`src/rtl/spi_pkg.sv`:
```
// Shared SPI definitions: master FSM encoding, transfer limits and the
// message-type constants understood by the SPI slave.
package spi_pkg;

   localparam int DATA_W    = 48;
   localparam int MAX_BYTES = 6;
   localparam int BIT_CNT_W = 6;

   typedef enum logic [2:0] {
      ST_IDLE     = 3'd0,
      ST_CS_SETUP = 3'd1,
      ST_XFER     = 3'd2,
      ST_CS_HOLD  = 3'd3,
      ST_GAP      = 3'd4
   } spi_state_t;

   // Slave message types; the low nibble is the payload length in bytes.
   localparam logic [7:0] MSG_RECV    = 8'h00;
   localparam logic [7:0] MSG_SEND_2B = 8'h12;
   localparam logic [7:0] MSG_SEND_6B = 8'h16;

   function automatic int msg_bits(input logic [7:0] msg);
      return 8 * int'(msg[3:0]);
   endfunction

   // Byte count to bit count, with 7 clamped to the 6-byte maximum.
   function automatic logic [BIT_CNT_W-1:0] bits_for(input logic [2:0] nb);
      logic [2:0] nb_c;
      nb_c = (nb > 3'(MAX_BYTES)) ? 3'(MAX_BYTES) : nb;
      return {nb_c, 3'b000};
   endfunction

endpackage

```
`src/rtl/spi_clk_div.sv`:
```
// SCK half-period divider: counts CLK_DIV cycles per half period while run is
// high and marks each half-period end as a rise or fall strobe.
module spi_clk_div #(
   parameter int CLK_DIV = 4
) (
   input  logic CLK,
   input  logic RST,
   input  logic run,
   output logic tick,
   output logic rise_stb,
   output logic fall_stb
);

   localparam logic [7:0] LAST = 8'(CLK_DIV - 1);

   logic [7:0] half_cnt;
   logic       phase;

   assign tick     = run && (half_cnt == LAST);
   assign rise_stb = tick && !phase;
   assign fall_stb = tick &&  phase;

   // Phase restarts at 0 each time run rises, so the first strobe is a rise.
   always_ff @(posedge CLK) begin
      if (RST || !run) begin
         half_cnt <= 8'd0;
         phase    <= 1'b0;
      end else if (tick) begin
         half_cnt <= 8'd0;
         phase    <= ~phase;
      end else begin
         half_cnt <= half_cnt + 8'd1;
      end
   end

endmodule

```
`src/rtl/spi_master.sv`:
```
// SPI master, mode 0 style framing: MOSI changes on SCK rise, MISO sampled on
// SCK fall, 1..6 bytes MSB first, with CSEL setup/hold and inter-frame gap.
module spi_master
   import spi_pkg::*;
#(
   parameter int CLK_DIV = 4,
   parameter int CS_GAP  = 8
) (
   input  logic              CLK,
   input  logic              RST,
   input  logic              start,
   input  logic [2:0]        num_bytes,
   input  logic [DATA_W-1:0] tx_data,
   output logic              busy,
   output logic              done,
   output logic [DATA_W-1:0] rx_data,
   output logic              SCK,
   output logic              MOSI,
   output logic              CSEL,
   input  logic              MISO,
   output spi_state_t        fsm_state
);

   spi_state_t           state, state_nxt;
   logic [DATA_W-1:0]    tx_reg, tx_nxt, rx_nxt;
   logic [BIT_CNT_W-1:0] bit_cnt, bit_nxt;
   logic [15:0]          gap_cnt, gap_nxt;
   logic                 sck_nxt, mosi_nxt, csel_nxt, done_nxt;
   logic                 div_run, tick, rise_stb, fall_stb;

   assign div_run   = (state == ST_CS_SETUP) || (state == ST_XFER) || (state == ST_CS_HOLD);
   assign busy      = (state != ST_IDLE);
   assign fsm_state = state;

   spi_clk_div #(.CLK_DIV(CLK_DIV)) u_div (
      .CLK      (CLK),
      .RST      (RST),
      .run      (div_run),
      .tick     (tick),
      .rise_stb (rise_stb),
      .fall_stb (fall_stb)
   );

   always_ff @(posedge CLK) begin
      if (RST) begin
         state   <= ST_IDLE;
         tx_reg  <= '0;
         rx_data <= '0;
         bit_cnt <= '0;
         gap_cnt <= '0;
         SCK     <= 1'b0;
         MOSI    <= 1'b0;
         CSEL    <= 1'b1;
         done    <= 1'b0;
      end else begin
         state   <= state_nxt;
         tx_reg  <= tx_nxt;
         rx_data <= rx_nxt;
         bit_cnt <= bit_nxt;
         gap_cnt <= gap_nxt;
         SCK     <= sck_nxt;
         MOSI    <= mosi_nxt;
         CSEL    <= csel_nxt;
         done    <= done_nxt;
      end
   end

   always_comb begin
      state_nxt = state;
      tx_nxt    = tx_reg;
      rx_nxt    = rx_data;
      bit_nxt   = bit_cnt;
      gap_nxt   = gap_cnt;
      sck_nxt   = SCK;
      mosi_nxt  = MOSI;
      csel_nxt  = CSEL;
      done_nxt  = 1'b0;
      unique case (state)
         ST_IDLE: begin
            sck_nxt  = 1'b0;
            mosi_nxt = 1'b0;
            csel_nxt = 1'b1;
            if (start && (num_bytes != 3'd0)) begin
               tx_nxt    = tx_data;
               rx_nxt    = '0;
               bit_nxt   = bits_for(num_bytes);
               csel_nxt  = 1'b0;
               state_nxt = ST_CS_SETUP;
            end
         end
         ST_CS_SETUP: begin
            if (tick) begin
               sck_nxt   = 1'b1;
               mosi_nxt  = tx_reg[bit_cnt - 6'd1];
               bit_nxt   = bit_cnt - 6'd1;
               state_nxt = ST_XFER;
            end
         end
         ST_XFER: begin
            // bit_cnt counts bits not yet launched; zero at a rise means the
            // last bit's low phase has just completed.
            if (fall_stb) begin
               sck_nxt = 1'b0;
               rx_nxt  = {rx_data[DATA_W-2:0], MISO};
            end else if (rise_stb) begin
               if (bit_cnt == '0) begin
                  state_nxt = ST_CS_HOLD;
               end else begin
                  sck_nxt  = 1'b1;
                  mosi_nxt = tx_reg[bit_cnt - 6'd1];
                  bit_nxt  = bit_cnt - 6'd1;
               end
            end
         end
         ST_CS_HOLD: begin
            if (tick) begin
               csel_nxt  = 1'b1;
               mosi_nxt  = 1'b0;
               done_nxt  = 1'b1;
               gap_nxt   = '0;
               state_nxt = ST_GAP;
            end
         end
         ST_GAP: begin
            if (gap_cnt == 16'(CS_GAP - 1)) begin
               gap_nxt   = '0;
               state_nxt = ST_IDLE;
            end else begin
               gap_nxt = gap_cnt + 16'd1;
            end
         end
         default: state_nxt = ST_IDLE;
      endcase
   end

endmodule

```
`config.mk`:
```
export PLATFORM = sky130hd
export DESIGN_NAME = spi_master
export DESIGN_NICKNAME = d
export VERILOG_FILES = /design/src/rtl/spi_pkg.sv /design/src/rtl/spi_clk_div.sv /design/src/rtl/spi_master.sv
export SDC_FILE = /design/constraint.sdc
export NUM_CORES = 1
export LEC_CHECK = 0
export ABC_AREA = 1
export BUFFER_PORTS_ARGS = -buffer_cell sky130_fd_sc_hd__buf_2
export CAP_MARGIN = 5
export CORE_ASPECT_RATIO = 0.9
export CORE_UTILIZATION = 52
export CTS_CLUSTER_SIZE = 25
export DETAILED_ROUTE_END_ITERATION = 16
export PLACE_DENSITY_LB_ADDON = 0.1
export SLEW_MARGIN = 20
export SYNTH_ARGS = -nofsm -noshare
export SYNTH_HDL_FRONTEND = slang
export SYNTH_SLANG_ARGS = --single-unit
```
`constraint.sdc`:
```
create_clock -name CLK -period 4.3 [get_ports CLK]
set_input_delay 1.075 -clock CLK [delete_from_list [all_inputs] [get_ports CLK]]
set_output_delay 1.075 -clock CLK [all_outputs]
set_load 0.02 [all_outputs]
```
==> results_dict.tcl <==
set metrics [dict create \
    syn_area_mm2 0.00598 \
    drtPass1Iterations 5 \
    hold_path_end "u_div.half_cnt[0]" \
    cts_tree "done" \
    globalplace.congestion 0.856 \
    synth.most_common_cell "nand2_1" \
    grt_pass1_wl_mm 24.6 \
    grt_pass1_vias 5266 \
    fmax_ghz 0.382 \
    die_w_um 115 \
    postCtsHoldBufs 0 \
    worstSetupPathType "in -> reg" \
    synth_nets 903 \
    coreArea_mm2 0.0110 \
    startpoint_type "primary input" \
    cp.required_ns 4.58 \
    wl_per_cell_um 13.6 \
    cts_resized 0 \
    p_clk_share_pct 33.8 \
    final_area_mm2 0.00715 \
    syn_avg_cell_area_um2 7.09 \
    grt_max_degree 62 \
    rsz0062_at_grt "false" \
    fp.dieArea_mm2 0.0119 \
    vias 5913 \
    htree_levels 4 \
    p_switching_mw 1.61 \
    slew_violations 0 \
    reg2reg_from "bit_cnt[0]" \
    p_comb_share_pct 31.7 \
    insertion_delay_ns 0.42 \
    critical_path_peak_fanout 49 \
    period_minus_slack_ns 2.62 \
    antenna_left 0 \
    ios 111 \
    r2r_setup_slack_ns 1.69 \
    rows 36 \
    fp.dieH_um 104 \
    cts_sinks 134 \
    cts_buffers 17 \
    synth_top_area_cell "dfxtp_1" \
    arrival_ns 2.90 \
    power_mw 4.40 \
    synth-seq-cells 134 \
    netlist_top_cells_area "dfxtp_1 (45%), nand2_1 (11%), nor2_1 (8.3%)" \
    root_buffer "clkbuf_16" \
    route.detailed.drc 0 \
    num-fill-cells 1027 \
    utilization_pct 65.1 \
    min_path_type "reg -> reg" \
    ys_types 38 \
    antenna_cells 0 \
    drive_above_1_share_pct 17.6 \
    postCtsSetupBuffers 0 \
    initial_utilization_pct 54.4 \
    tightest_slew_ns 1.06 \
    seqPwrFrac_pct 34.4 \
    power.density_mw_per_mm2 615 \
    leakagePower_nw 2.99 \
    max_slew_margin_pct 29.3 \
    synth_warnings 0 \
    worst_setup_path_end_kind "register" \
    synth-seq-area-share_pct 44.8 \
    hpwl_mm 9.62 \
    status "completed" \
    intPower_mw 2.79 \
    period_share_pct 60.9 \
    rr_endpoint "MOSI" \
    irDropWorstVdd_v 0.000337 \
    clock_skew_ns 0.00829 \
    nets 988 \
    routed_via_density 5.41 \
    ys.flop_type "dfxtp_1" \
    hold_slack_ns 0.448 \
    place_area_mm2 0.00654 \
    synth-async-reset-ratio_pct 0 \
    cts_max_path_buffers 2 \
    totalWireLength_mm 14.9 \
    reg2reg_depth 10 \
    yosysTopAreaCellShare_pct 44.8 \
    synth_common_cells "nand2_1 (171), dfxtp_1 (134), nor2_1 (133), a21oi_1 (74), nand3_1 (69)" \
    path_clk_slew_ns 0.05 \
    hold_path_depth 1 \
    finalSetupViolations 0 \
    swShare_pct 36.6 \
    drtIter0Drc 535 \
    grt_usage_pct 25.9 \
    synthCells 844 \
    hold_violations 0 \
    holdCritStartpoint "u_div.half_cnt[0]" \
    antenna_found_initial 1 \
    setup_tns_ns 0 \
    synth-edff-count 0 \
    drv_cap 0 \
    grt.overflow.total 0 \
    io_buffers 110 \
    area_growth_pct 19.5 \
]
## worst max-delay path: stages
cell and delay (ns):
buf_2 0.10, nor2_1 0.05, nand2_1 0.10, a21oi_2 0.10
nor2_4 0.80, nand2_1 0.14, buf_4 0.32, nand2_1 0.13
a21oi_1 0.07
## power groups by stage
| stage | sequential (mW) | combinational [mW] | clock, mW |
|---|---|---|---|
| floorplan | 1.53 | 1.08 | 0 |
| global placement | 1.53 | 1.36 | 0 |
| detailed placement | 1.53 | 1.37 | 0 |
| CTS | 1.51 | 1.39 | 1.51 |
| global route | 1.53 | 1.56 | 1.57 |
| finish | 1.51 | 1.40 | 1.49 |
## metrics by stage
step           cells  setup slack (ns)
2_1_floorplan    844              2.23
3_5_place_dp    1062              1.28
6_report        1093              1.68
4_1_cts         1093              1.72
5_1_grt         1093              1.44
3_3_place_gp    1062              1.38
## cells by family (layout without fill, tap and decap cells)
family                   count (synthesis)  in the layout  synth area share, %
AO/OA/AOI/OAI                          156            156                 13.8
XOR/XNOR                                 3              3                0.439
adder cells (fa/ha/maj)                  4              4                0.837
buffers and inverters                   96            193                 6.90
flip-flops                             134            134                 44.8
AND/OR/NAND/NOR                        451            451                 33.2
## worst max path at each step
stage | start | end | slack, ns | cells past startpoint
4_1_cts | num_bytes[1] | rx_data[0] | 1.72 | 9
3_3_place_gp | num_bytes[1] | rx_data[36] | 1.38 | 9
2_1_floorplan | num_bytes[1] | rx_data[2] | 2.23 | 9
6_report | num_bytes[1] | rx_data[0] | 1.68 | 9
5_1_grt | bit_cnt[0] | MOSI | 1.44 | 10
3_5_place_dp | num_bytes[1] | rx_data[0] | 1.28 | 9
## metal layers
metal,GRT usage (%),wire length (um),up-vias,part of all wire [%]
met5,0,13,-,0.087
met4,9.37,155,2,1.0
met3,8.84,976,13,6.5
met2,39.1,6830,167,46
met1,34.2,6930,2726,46
li1,-,-,3005,-
## cells in the final DEF, fill, tap and decap left out, types with 2 or more instances in the layout
cell type,instances
xor2_1,2
bufinv_16,3
buf_4,7
buf_2,110
nor4_1,4
a211oi_1,2
ha_1,4
nor3b_1,3
nor2_4,3
clkbuf_16,17
clkbuf_1,3
inv_2,8
clkbuf_8,4
a21oi_1,74
nor2_1,132
clkinvlp_4,2
nand3_1,69
inv_1,36
nand4_1,53
o211ai_1,2
nor2_2,2
o21a_1,3
dfxtp_1,134
or2_2,2
nand2_1,171
o21ai_0,64
a31oi_1,2
nor3_1,7
o21ai_1,3
a21oi_2,2
## layout make-up
type | instances | area [um2] | area share [%]
clock buffer | 24 | 492 | 6.88
sequential | 134 | 2680 | 37.5
inverter | 45 | 169 | 2.36
timing repair buffer | 117 | 603 | 8.43
clock inverter | 7 | 119 | 1.66
multi-input combinational | 614 | 2900 | 40.5
tap | 152 | 190 | 2.66
(Power assumes the default switching activity.)
